==> config.mk <==
export PLATFORM = sky130hd
export DESIGN_NAME = core_ibex_stall_episode_tracker
export DESIGN_NICKNAME = d
export VERILOG_FILES = /design/src/rtl/core_ibex_fcov_pkg.sv /design/src/rtl/prim_fifo_sync.sv /design/src/rtl/core_ibex_stall_episode_tracker.sv
export SDC_FILE = /design/constraint.sdc
export NUM_CORES = 1
export LEC_CHECK = 0
export CORE_ASPECT_RATIO = 1.4
export CORE_MARGIN = 2
export CORE_UTILIZATION = 50
export CTS_BUF_LIST = sky130_fd_sc_hd__clkbuf_8
export DETAILED_ROUTE_END_ITERATION = 6
export PLACE_DENSITY = 0.81
export SYNTH_ARGS = -nofsm -noshare
export SYNTH_HDL_FRONTEND = slang
export SYNTH_HIERARCHICAL = 1
export SYNTH_SLANG_ARGS = --single-unit
export TNS_END_PERCENT = 10
==> constraint.sdc <==
create_clock -name clk_i -period 3.8 [get_ports clk_i]
set_input_delay 0.38 -clock clk_i [delete_from_list [all_inputs] [get_ports clk_i]]
set_output_delay 0.38 -clock clk_i [all_outputs]
set_load 0.01 [all_outputs]
==> src/rtl/core_ibex_fcov_pkg.sv <==
// Shared types for the ID-stage stall episode tracker: reason encoding, the
// closed-episode record, FSM states and small classification helpers.
package core_ibex_fcov_pkg;

    localparam int unsigned StallCntW = 8;

    typedef enum logic [2:0] {
        STALL_NONE    = 3'd0,
        STALL_LD_HZ   = 3'd1,
        STALL_MEM     = 3'd2,
        STALL_MULTDIV = 3'd3,
        STALL_BRANCH  = 3'd4,
        STALL_JUMP    = 3'd5
    } stall_reason_e;

    typedef struct packed {
        stall_reason_e          reason;
        logic [StallCntW-1:0]   len;
        logic                   sat;
        logic                   multi;
        logic [31:0]            instr;
    } stall_ep_t;

    typedef enum logic {
        ST_IDLE  = 1'b0,
        ST_STALL = 1'b1
    } ep_state_e;

    // bits = {jump, branch, multdiv, mem, ld_hz}; lowest index wins
    function automatic stall_reason_e stall_reason_f(input logic [4:0] bits);
        if (bits[0]) begin
            return STALL_LD_HZ;
        end else if (bits[1]) begin
            return STALL_MEM;
        end else if (bits[2]) begin
            return STALL_MULTDIV;
        end else if (bits[3]) begin
            return STALL_BRANCH;
        end else if (bits[4]) begin
            return STALL_JUMP;
        end else begin
            return STALL_NONE;
        end
    endfunction

    function automatic logic stall_multi_f(input logic [4:0] bits);
        logic [2:0] cnt;
        cnt = 3'd0;
        for (int i = 0; i < 5; i++) begin
            cnt = cnt + {2'b00, bits[i]};
        end
        return (cnt > 3'd1);
    endfunction

endpackage

==> src/rtl/prim_fifo_sync.sv <==
// Synchronous FIFO with optional empty pass-through; storage and pointers are
// reset asynchronously, clr_i empties it synchronously.
module prim_fifo_sync #(
    parameter int unsigned Width = 16,
    parameter bit          Pass  = 1'b0,
    parameter int unsigned Depth = 4
) (
    input  logic             clk_i,
    input  logic             rst_ni,
    input  logic             clr_i,
    input  logic             wvalid_i,
    output logic             wready_o,
    input  logic [Width-1:0] wdata_i,
    output logic             rvalid_o,
    input  logic             rready_i,
    output logic [Width-1:0] rdata_o
);

    localparam int unsigned PtrW   = $clog2(Depth);
    localparam int unsigned DepthW = $clog2(Depth + 1);

    logic [Width-1:0]  storage_r [Depth];
    logic [PtrW-1:0]   wptr_r;
    logic [PtrW-1:0]   rptr_r;
    logic [DepthW-1:0] cnt_r;
    logic              empty_s;
    logic              full_s;
    logic              pass_s;
    logic              push_s;
    logic              pop_s;

    function automatic logic [PtrW-1:0] ptr_inc_f(input logic [PtrW-1:0] p);
        if (p == PtrW'(Depth - 1)) begin
            return {PtrW{1'b0}};
        end else begin
            return p + PtrW'(1);
        end
    endfunction

    // Occupancy flags and pass-through steering
    always_comb begin
        empty_s  = (cnt_r == {DepthW{1'b0}});
        full_s   = (cnt_r == DepthW'(Depth));
        pass_s   = Pass && empty_s && wvalid_i;
        wready_o = !full_s;
        push_s   = wvalid_i && !full_s && !(pass_s && rready_i);
        pop_s    = rready_i && !empty_s;
        rvalid_o = !empty_s || pass_s;
        if (pass_s) begin
            rdata_o = wdata_i;
        end else begin
            rdata_o = storage_r[rptr_r];
        end
    end

    // Storage, pointers and occupancy counter
    always_ff @(posedge clk_i or negedge rst_ni) begin
        if (!rst_ni) begin
            for (int i = 0; i < int'(Depth); i++) begin
                storage_r[i] <= {Width{1'b0}};
            end
            wptr_r <= {PtrW{1'b0}};
            rptr_r <= {PtrW{1'b0}};
            cnt_r  <= {DepthW{1'b0}};
        end else if (clr_i) begin
            wptr_r <= {PtrW{1'b0}};
            rptr_r <= {PtrW{1'b0}};
            cnt_r  <= {DepthW{1'b0}};
        end else begin
            if (push_s) begin
                storage_r[wptr_r] <= wdata_i;
                wptr_r            <= ptr_inc_f(wptr_r);
            end
            if (pop_s) begin
                rptr_r <= ptr_inc_f(rptr_r);
            end
            case ({push_s, pop_s})
                2'b10:   cnt_r <= cnt_r + DepthW'(1);
                2'b01:   cnt_r <= cnt_r - DepthW'(1);
                default: cnt_r <= cnt_r;
            endcase
        end
    end

endmodule

==> src/rtl/core_ibex_stall_episode_tracker.sv <==
// Turns per-cycle ID-stage stall indications into classified, length-counted
// stall episodes and queues them toward the uarch coverage monitor.
module core_ibex_stall_episode_tracker
    import core_ibex_fcov_pkg::*;
#(
    parameter int unsigned CntW      = StallCntW,
    parameter int unsigned FifoDepth = 4
) (
    input  logic            clk_i,
    input  logic            rst_ni,
    input  logic            valid_id_i,
    input  logic [31:0]     instr_id_i,
    input  logic            stall_ld_hz_i,
    input  logic            stall_mem_i,
    input  logic            stall_multdiv_i,
    input  logic            stall_branch_i,
    input  logic            stall_jump_i,
    output logic            ep_valid_o,
    input  logic            ep_ready_i,
    output logic [2:0]      ep_reason_o,
    output logic [CntW-1:0] ep_len_o,
    output logic            ep_sat_o,
    output logic            ep_multi_o,
    output logic [31:0]     ep_instr_o,
    output logic [7:0]      dropped_cnt_o,
    output logic            busy_o
);

    localparam logic [CntW-1:0] LenMax = {CntW{1'b1}};
    localparam logic [CntW-1:0] LenOne = CntW'(1);

    ep_state_e       state_r;
    stall_reason_e   reason_r;
    logic [CntW-1:0] len_r;
    logic            sat_r;
    logic            multi_r;
    logic [31:0]     instr_r;
    logic [7:0]      dropped_r;

    logic [4:0]      stall_bits_s;
    logic            stall_act_s;
    stall_reason_e   reason_s;
    logic            multi_s;
    logic            same_s;
    logic            close_s;
    logic            drop_s;
    logic [CntW-1:0] len_inc_s;
    stall_ep_t       rec_s;
    stall_ep_t       head_s;
    logic            fifo_wready_s;
    logic            fifo_rvalid_s;

    // Classify this cycle's stall and decide whether the open episode closes
    always_comb begin
        stall_bits_s = {stall_jump_i, stall_branch_i, stall_multdiv_i,
                        stall_mem_i, stall_ld_hz_i};
        stall_act_s  = valid_id_i && (|stall_bits_s);
        reason_s     = stall_reason_f(stall_bits_s);
        multi_s      = stall_multi_f(stall_bits_s);
        same_s       = (reason_s == reason_r) && (instr_id_i == instr_r);
        if (state_r == ST_STALL) begin
            close_s = !stall_act_s || !same_s;
        end else begin
            close_s = 1'b0;
        end
        drop_s = close_s && !fifo_wready_s;
        if (len_r == LenMax) begin
            len_inc_s = LenMax;
        end else begin
            len_inc_s = len_r + LenOne;
        end
        rec_s.reason = reason_r;
        rec_s.len    = len_r;
        rec_s.sat    = sat_r;
        rec_s.multi  = multi_r;
        rec_s.instr  = instr_r;
    end

    // Episode FSM: open, extend, chain or close
    always_ff @(posedge clk_i or negedge rst_ni) begin
        if (!rst_ni) begin
            state_r  <= ST_IDLE;
            reason_r <= STALL_NONE;
            len_r    <= {CntW{1'b0}};
            sat_r    <= 1'b0;
            multi_r  <= 1'b0;
            instr_r  <= 32'h0000_0000;
        end else begin
            case (state_r)
                ST_IDLE: begin
                    if (stall_act_s) begin
                        state_r  <= ST_STALL;
                        reason_r <= reason_s;
                        instr_r  <= instr_id_i;
                        multi_r  <= multi_s;
                        len_r    <= LenOne;
                        sat_r    <= (LenOne == LenMax);
                    end else begin
                        state_r <= ST_IDLE;
                    end
                end
                ST_STALL: begin
                    if (!stall_act_s) begin
                        state_r <= ST_IDLE;
                    end else if (!same_s) begin
                        // chained episode opens in the cycle the old one closes
                        reason_r <= reason_s;
                        instr_r  <= instr_id_i;
                        multi_r  <= multi_s;
                        len_r    <= LenOne;
                        sat_r    <= (LenOne == LenMax);
                    end else begin
                        len_r   <= len_inc_s;
                        sat_r   <= sat_r || (len_inc_s == LenMax);
                        multi_r <= multi_r || multi_s;
                    end
                end
                default: begin
                    state_r <= ST_IDLE;
                end
            endcase
        end
    end

    // Saturating count of records lost to a full FIFO
    always_ff @(posedge clk_i or negedge rst_ni) begin
        if (!rst_ni) begin
            dropped_r <= 8'd0;
        end else if (drop_s && (dropped_r != 8'hFF)) begin
            dropped_r <= dropped_r + 8'd1;
        end else begin
            dropped_r <= dropped_r;
        end
    end

    prim_fifo_sync #(
        .Width ($bits(stall_ep_t)),
        .Pass  (1'b0),
        .Depth (FifoDepth)
    ) u_ep_fifo (
        .clk_i    (clk_i),
        .rst_ni   (rst_ni),
        .clr_i    (1'b0),
        .wvalid_i (close_s),
        .wready_o (fifo_wready_s),
        .wdata_i  (rec_s),
        .rvalid_o (fifo_rvalid_s),
        .rready_i (ep_ready_i),
        .rdata_o  (head_s)
    );

    // Record fields are zeroed whenever no record is presented
    always_comb begin
        ep_valid_o    = fifo_rvalid_s;
        dropped_cnt_o = dropped_r;
        busy_o        = (state_r == ST_STALL);
        if (fifo_rvalid_s) begin
            ep_reason_o = head_s.reason;
            ep_len_o    = head_s.len;
            ep_sat_o    = head_s.sat;
            ep_multi_o  = head_s.multi;
            ep_instr_o  = head_s.instr;
        end else begin
            ep_reason_o = 3'd0;
            ep_len_o    = {CntW{1'b0}};
            ep_sat_o    = 1'b0;
            ep_multi_o  = 1'b0;
            ep_instr_o  = 32'h0000_0000;
        end
    end

endmodule

==> results.cfg, run 1 <==
[setup_path]
critical_path_peak_fanout = 48
crit_path_start = u_ep_fifo/rptr_r[0]
crit_type = flop to output port
arrival_ps = 2930
crit_path_start_kind = flop
cp.required_ps = 3420
end_kind = output port
reg2reg_from = instr_r[7]

[synth]
syn_area_um2 = 12460
ys.warnings.count = 6
synthCells = 791
ys.flop_type = dfrtp_1
yosysSeqAreaShare_pct = 48.39
synth_cell_types = 62
synth_edf_count = 0
syn_nets = 843
ys_async_sr_fraction_pct = 100.0
avgSynthCellArea_um2 = 15.75
ys_ff_latch = 241

[timing]
finalClockSkew_ps = 30.45
fmax_mhz = 302.3
hold_viol = 0
hold_ws_ps = 475.6
relSlewSlack_pct = 34.18
setup_slack_ps = 492.2
finalSetupViolations = 0
fin_crit_ps = 3308
slew_viol_final = 0
tns_ps = 0
rsz0062_at_grt = false
period_share_pct = 87.05
worst_slew_pin_slew_ps = 987.3

[pwr]
power_leakage_uw = 0.006830
p_clk_share_pct = 27.2
pwr-share-seq_pct = 45.8
p_int_uw = 6008
p_total_uw = 8276
ir_drop_mv = 0.3946
p_switching_uw = 2268
powerDensity_nw_per_um2 = 571.3
p_comb_share_pct = 27.1
sw_frac_of_total_pct = 27.40

[grt]
grt_pass1_vias = 7774
grt_max_degree = 118
grt-ovfl-total = 0
grt_usage_pct = 21.07
antenna_found_initial = 0
grt_pass1_wl_um = 42790

[clocking]
cts_root_buf = clkbuf_8
cts.sinks = 241
cts_tree = done
cts_setup_buffers = 0
cts.clk_slew.worst_paths_ps = 60
postCtsHoldBufs = 1
cts_resized = 0
numCtsBuffers = 40
clockBufferDepth = 3
clk_latency_ps = 550
cts.htree.levels = 2

[placement]
gp_congestion = 0.7702
portBuffers = 95
preCtsSetupSlack_ps = 337.1
post-dp-hpwl_um = 17540

[drt]
drtIter0Drc = 386
ant_nets = 0
route.detailed.drc = 0
wl_per_cell_um = 21.11
num_vias = 7015
routed_wl_um = 26450
vias_per_cell = 5.599
firstDrtPassIters = 6

[job]
maxCapViolCount = 0

[finish]
syn2layout_area_growth_pct = 16.25
finish.utilization_pct = 58.92
most-common-layout-cells = 239 x dfrtp_1, 186 x mux2_4, 94 x clkdlybuf4s50_1
antenna_cells = 0
fill_cells = 1853
drive_above_1_share_pct = 39.34
nets = 965
layout_commonest_cell = dfrtp_1

[die]
ioPinCount = 96
start_util_pct = 50.68
die_x_um = 137.4
fp-row-count = 68
die_h_um = 190.8
core_area_um2 = 24590
die-area_um2 = 26220

[run_status]
status = complete, no violations

[hold_path]
hold_path_class = input port to asynchronous set/reset pin
## cell type report
type	count	area [um2]	area share (%)
timing repair buffer	122	1336	9.224
multi-input combinational	495	5887	40.64
sequential	241	6036	41.67
inverter	13	48.80	0.3368
clock inverter	15	68.82	0.4750
clock buffer	52	715.7	4.940
tap	315	394.1	2.721
## sequential cells by signal, indices dropped and copies added, names as in the netlist
name                 flops
u_ep_fifo/rptr_r         2
dropped_cnt_o            8
instr_r                 32
reason_r                 3
u_ep_fifo/storage_r    180
u_ep_fifo/wptr_r         2
u_ep_fifo/cnt_r          3
sat_r                    1
busy_o                   1
len_r                    8
multi_r                  1
## stage by stage
stage	cell area [um2]	instances
after floorplan	12460	791
after global placement	13690	1185
after detailed placement	13690	1185
after CTS	14490	1253
after global routing	14490	1253
final	14490	1253
## metal layers
layer	GRT usage [%]	share of wire (%)
met5	0	0
met4	7.335	2.8
met3	3.456	3.6
met2	36.05	51
met1	26.99	42
## worst max-delay path: stages (launching register included)
cell	delay (ps)
dfrtp_4	1080
mux4_2	650
and2_1	180
clkdlybuf4s50_1	480
## worst paths after layout
kind	slack [ps]	to	cells after the start
max	490	ep_instr_o[1]	3
min	480	u_ep_fifo/storage_r[37]	2
max reg2reg	550	u_ep_fifo/storage_r[72]	11
min reg2reg	490	dropped_cnt_o[5]	1
max in group asynchronous	2440	instr_r[19]	3
min in group clk_i	490	dropped_cnt_o[5]	1
## power by group through the flow
stage / sequential, uW / clock, uW / combinational [uW]
4_1_cts: 3780 / 2300 / 2270
6_report: 3790 / 2250 / 2240
3_5_place_dp: 3800 / 0 / 2250
5_1_grt: 3870 / 2410 / 2390
2_1_floorplan: 3580 / 0 / 1710
3_3_place_gp: 3770 / 0 / 2190
## cells by family (layout without fill, tap and decap cells)
group,count (synthesis),after routing,synth area share [%]
AND/OR/NAND/NOR,131,131,6.998
multiplexers,264,264,33.48
AO/OA/AOI/OAI,45,45,2.480
buffers and inverters,55,202,4.367
flip-flops,241,241,48.39
XOR/XNOR,43,43,3.022
adder cells (fa/ha/maj),11,11,1.225
other,1,1,0.03009
## cell usage after synthesis (all sizes together) (3+ instances only)
library cell / count / area [um2]
or3: 3 / 20.02
nand2: 17 / 128.9
nor3: 5 / 25.02
xor2: 16 / 140.1
buf: 29 / 446.7
nor4: 6 / 77.58
nor2: 12 / 45.04
ha: 9 / 112.6
a31oi: 5 / 31.28
clkbuf: 13 / 48.80
o21ai: 7 / 38.78
nand4: 14 / 102.6
dfrtp: 241 / 6031
nand3: 10 / 50.05
and2: 48 / 302.8
inv: 13 / 48.80
xnor2: 27 / 236.5
mux4: 45 / 1013
and3: 3 / 18.77
mux2i: 4 / 40.04
mux2: 215 / 3119
a21oi: 14 / 70.07
(Power assumes the default switching activity.)
==> run 2, diff against run 1 <==
--- a/config.mk
+++ b/config.mk
@@ -6,7 +6,6 @@
 export NUM_CORES = 1
 export LEC_CHECK = 0
 export CORE_ASPECT_RATIO = 1.4
-export CORE_MARGIN = 2
 export CORE_UTILIZATION = 50
 export CTS_BUF_LIST = sky130_fd_sc_hd__clkbuf_8
 export DETAILED_ROUTE_END_ITERATION = 6
==> constraint.sdc (replaced) <==
create_clock -name clk_i -period 4.03 [get_ports clk_i]
set_input_delay 0.403 -clock clk_i [delete_from_list [all_inputs] [get_ports clk_i]]
set_output_delay 0.403 -clock clk_i [all_outputs]
set_load 0.01 [all_outputs]
==> run 2 against run 1 <==
- clock-buffer cell count is 4 higher
- register-to-register slack improved by 110 ps
- hold slack gained 10 ps
- clock power shrank 2%
- non-clock buffer count fell by 4
- combinational power down 7%
- total power is 5.1% lower
- final area decreased by 0.32%
==> results.cfg, run 2 (synthesis gave the netlist of run 1 again) <==
[timing]
finalSetupViolations = 0
hold_viol = 0
slew_viol_final = 0
rsz0062_at_grt = false
fin_crit_ps = 3370
fmax_mhz = 296.8
hold_ws_ps = 486.1
worst_slew_pin_slew_ps = 997.0
period_share_pct = 83.62
relSlewSlack_pct = 33.53
finalClockSkew_ps = 15.20
tns_ps = 0

[grt]
grt_pass1_wl_um = 41790
top_usage_layer = met2
grt-ovfl-total = 0
grt_max_degree = 112
use_met3_pct = 3.713
grt_usage_pct = 21.22
grt_util_met1_pct = 27.73
grt_use_met2_pct = 35.36
grt_pass1_vias = 7516
antenna_found_initial = 0

[clocking]
clk_latency_ps = 540
cts.sinks = 241
cts.htree.levels = 2
postCtsHoldBufs = 1
cts_resized = 0
cts_tree = done
cts.clk_slew.worst_paths_ps = 60
clockBufferDepth = 3
numCtsBuffers = 39
cts_root_buf = clkbuf_8
cts_setup_buffers = 0

[die]
core_area_um2 = 24590
die-area_um2 = 25570
die_h_um = 188.8
ioPinCount = 96
fp-row-count = 68
die_x_um = 135.4
start_util_pct = 50.68

[drt]
firstDrtPassIters = 4
routed_wl_um = 25830
wl_per_cell_um = 20.61
route.detailed.drc = 0
drtIter0Drc = 339
num_vias = 6936
ant_nets = 0
vias_per_cell = 5.536

[pwr]
p_comb_share_pct = 26.6
ir_drop_mv = 0.2458
p_int_uw = 5734
sw_frac_of_total_pct = 26.99
p_total_uw = 7854
p_switching_uw = 2120
p_clk_share_pct = 28.0
powerDensity_nw_per_um2 = 543.9
power_leakage_uw = 0.006793
pwr-share-seq_pct = 45.4

[setup_path]
crit_type = flop to flop
end_kind = flop
critical_path_peak_fanout = 24
path_common_cell = nand4_1
cp.required_ps = 4450
arrival_ps = 3790
cp.buffers_inverters = 1
crit_path_start_kind = flop
cp_slowest_cell = dfrtp_1
cp_cell_sequence = xor2_1 > nor4_2 > nand4_1 > nor2_1 > nand4_1 > and2_1 > and3b_1 > nand2_8 > buf_4 > mux2_4
crit_family = simple AND/OR/NAND/NOR gates
cp_slowest_stage_delay_ps = 480

[hold_path]
hold_path_class = input port to asynchronous set/reset pin

[finish]
multi_input_area_um2 = 5887
antenna_cells = 0
nets = 960
fill_cells = 1831
top_register = u_ep_fifo/storage_r
largest_reg_flops = 180
drive_above_1_share_pct = 39.55
reg_top3 = u_ep_fifo/storage_r (180), instr_r (32)
most-common-layout-cells = 239 x dfrtp_1, 186 x mux2_4, 94 x clkdlybuf4s50_1
register_area_um2 = 6036
syn2layout_area_growth_pct = 15.87
layout_commonest_cell = dfrtp_1

[placement]
post-dp-hpwl_um = 16760
portBuffers = 95
gp_congestion = 0.7904

[job]
maxCapViolCount = 0

[run_status]
status = complete, no violations
-- run 2: per-stage QoR --
step	worst slack [ps]	utilization (%)	cells	area [um2]
after detailed placement	238.1	55.26	1181	13590
after global placement	321.8	55.26	1181	13590
after global routing	518.6	58.73	1253	14440
after floorplan	785.8	-	791	12460
after CTS	589.5	58.73	1253	14440
final	660.2	58.73	1253	14440
-- run 2: cell type report --
class / instances / share of cell area [%]
flip-flops and latches: 241 / 41.80
multi-input cells: 495 / 40.77
repair buffers: 118 / 8.526
clock buffers: 56 / 5.337
well taps: 315 / 2.729
clock inverters: 15 / 0.5026
inverters: 13 / 0.3379
-- run 2: final timing paths --
check                      slack (ps)             start  depth (start not counted)                  endpoint
min in group clk_i                490  dropped_cnt_o[5]                          1          dropped_cnt_o[5]
max in group asynchronous        2320            rst_ni                          3   u_ep_fifo/storage_r[56]
max                               660        instr_r[7]                         10  u_ep_fifo/storage_r[117]
min reg2reg                       490  dropped_cnt_o[5]                          1          dropped_cnt_o[5]
min                               490            rst_ni                          2   u_ep_fifo/storage_r[37]
max reg2reg                       660        instr_r[7]                         10  u_ep_fifo/storage_r[117]
-- run 2: metal layers --
| layer | vias up | share of wire, % |
|---|---|---|
| li1 | 3100 | - |
| met1 | 3620 | 43 |
| met2 | 167 | 50 |
| met3 | 49 | 4.4 |
| met4 | 0 | 2.6 |
| met5 | - | 0 |
-- run 2: power groups by stage --
stage / Combinational, uW / Sequential [uW] / Clock, uW
after floorplan: 1610 / 3370 / 0
after global placement: 2060 / 3550 / 0
after detailed placement: 2110 / 3580 / 0
after CTS: 2120 / 3560 / 2260
after global routing: 2230 / 3650 / 2360
final: 2090 / 3560 / 2200
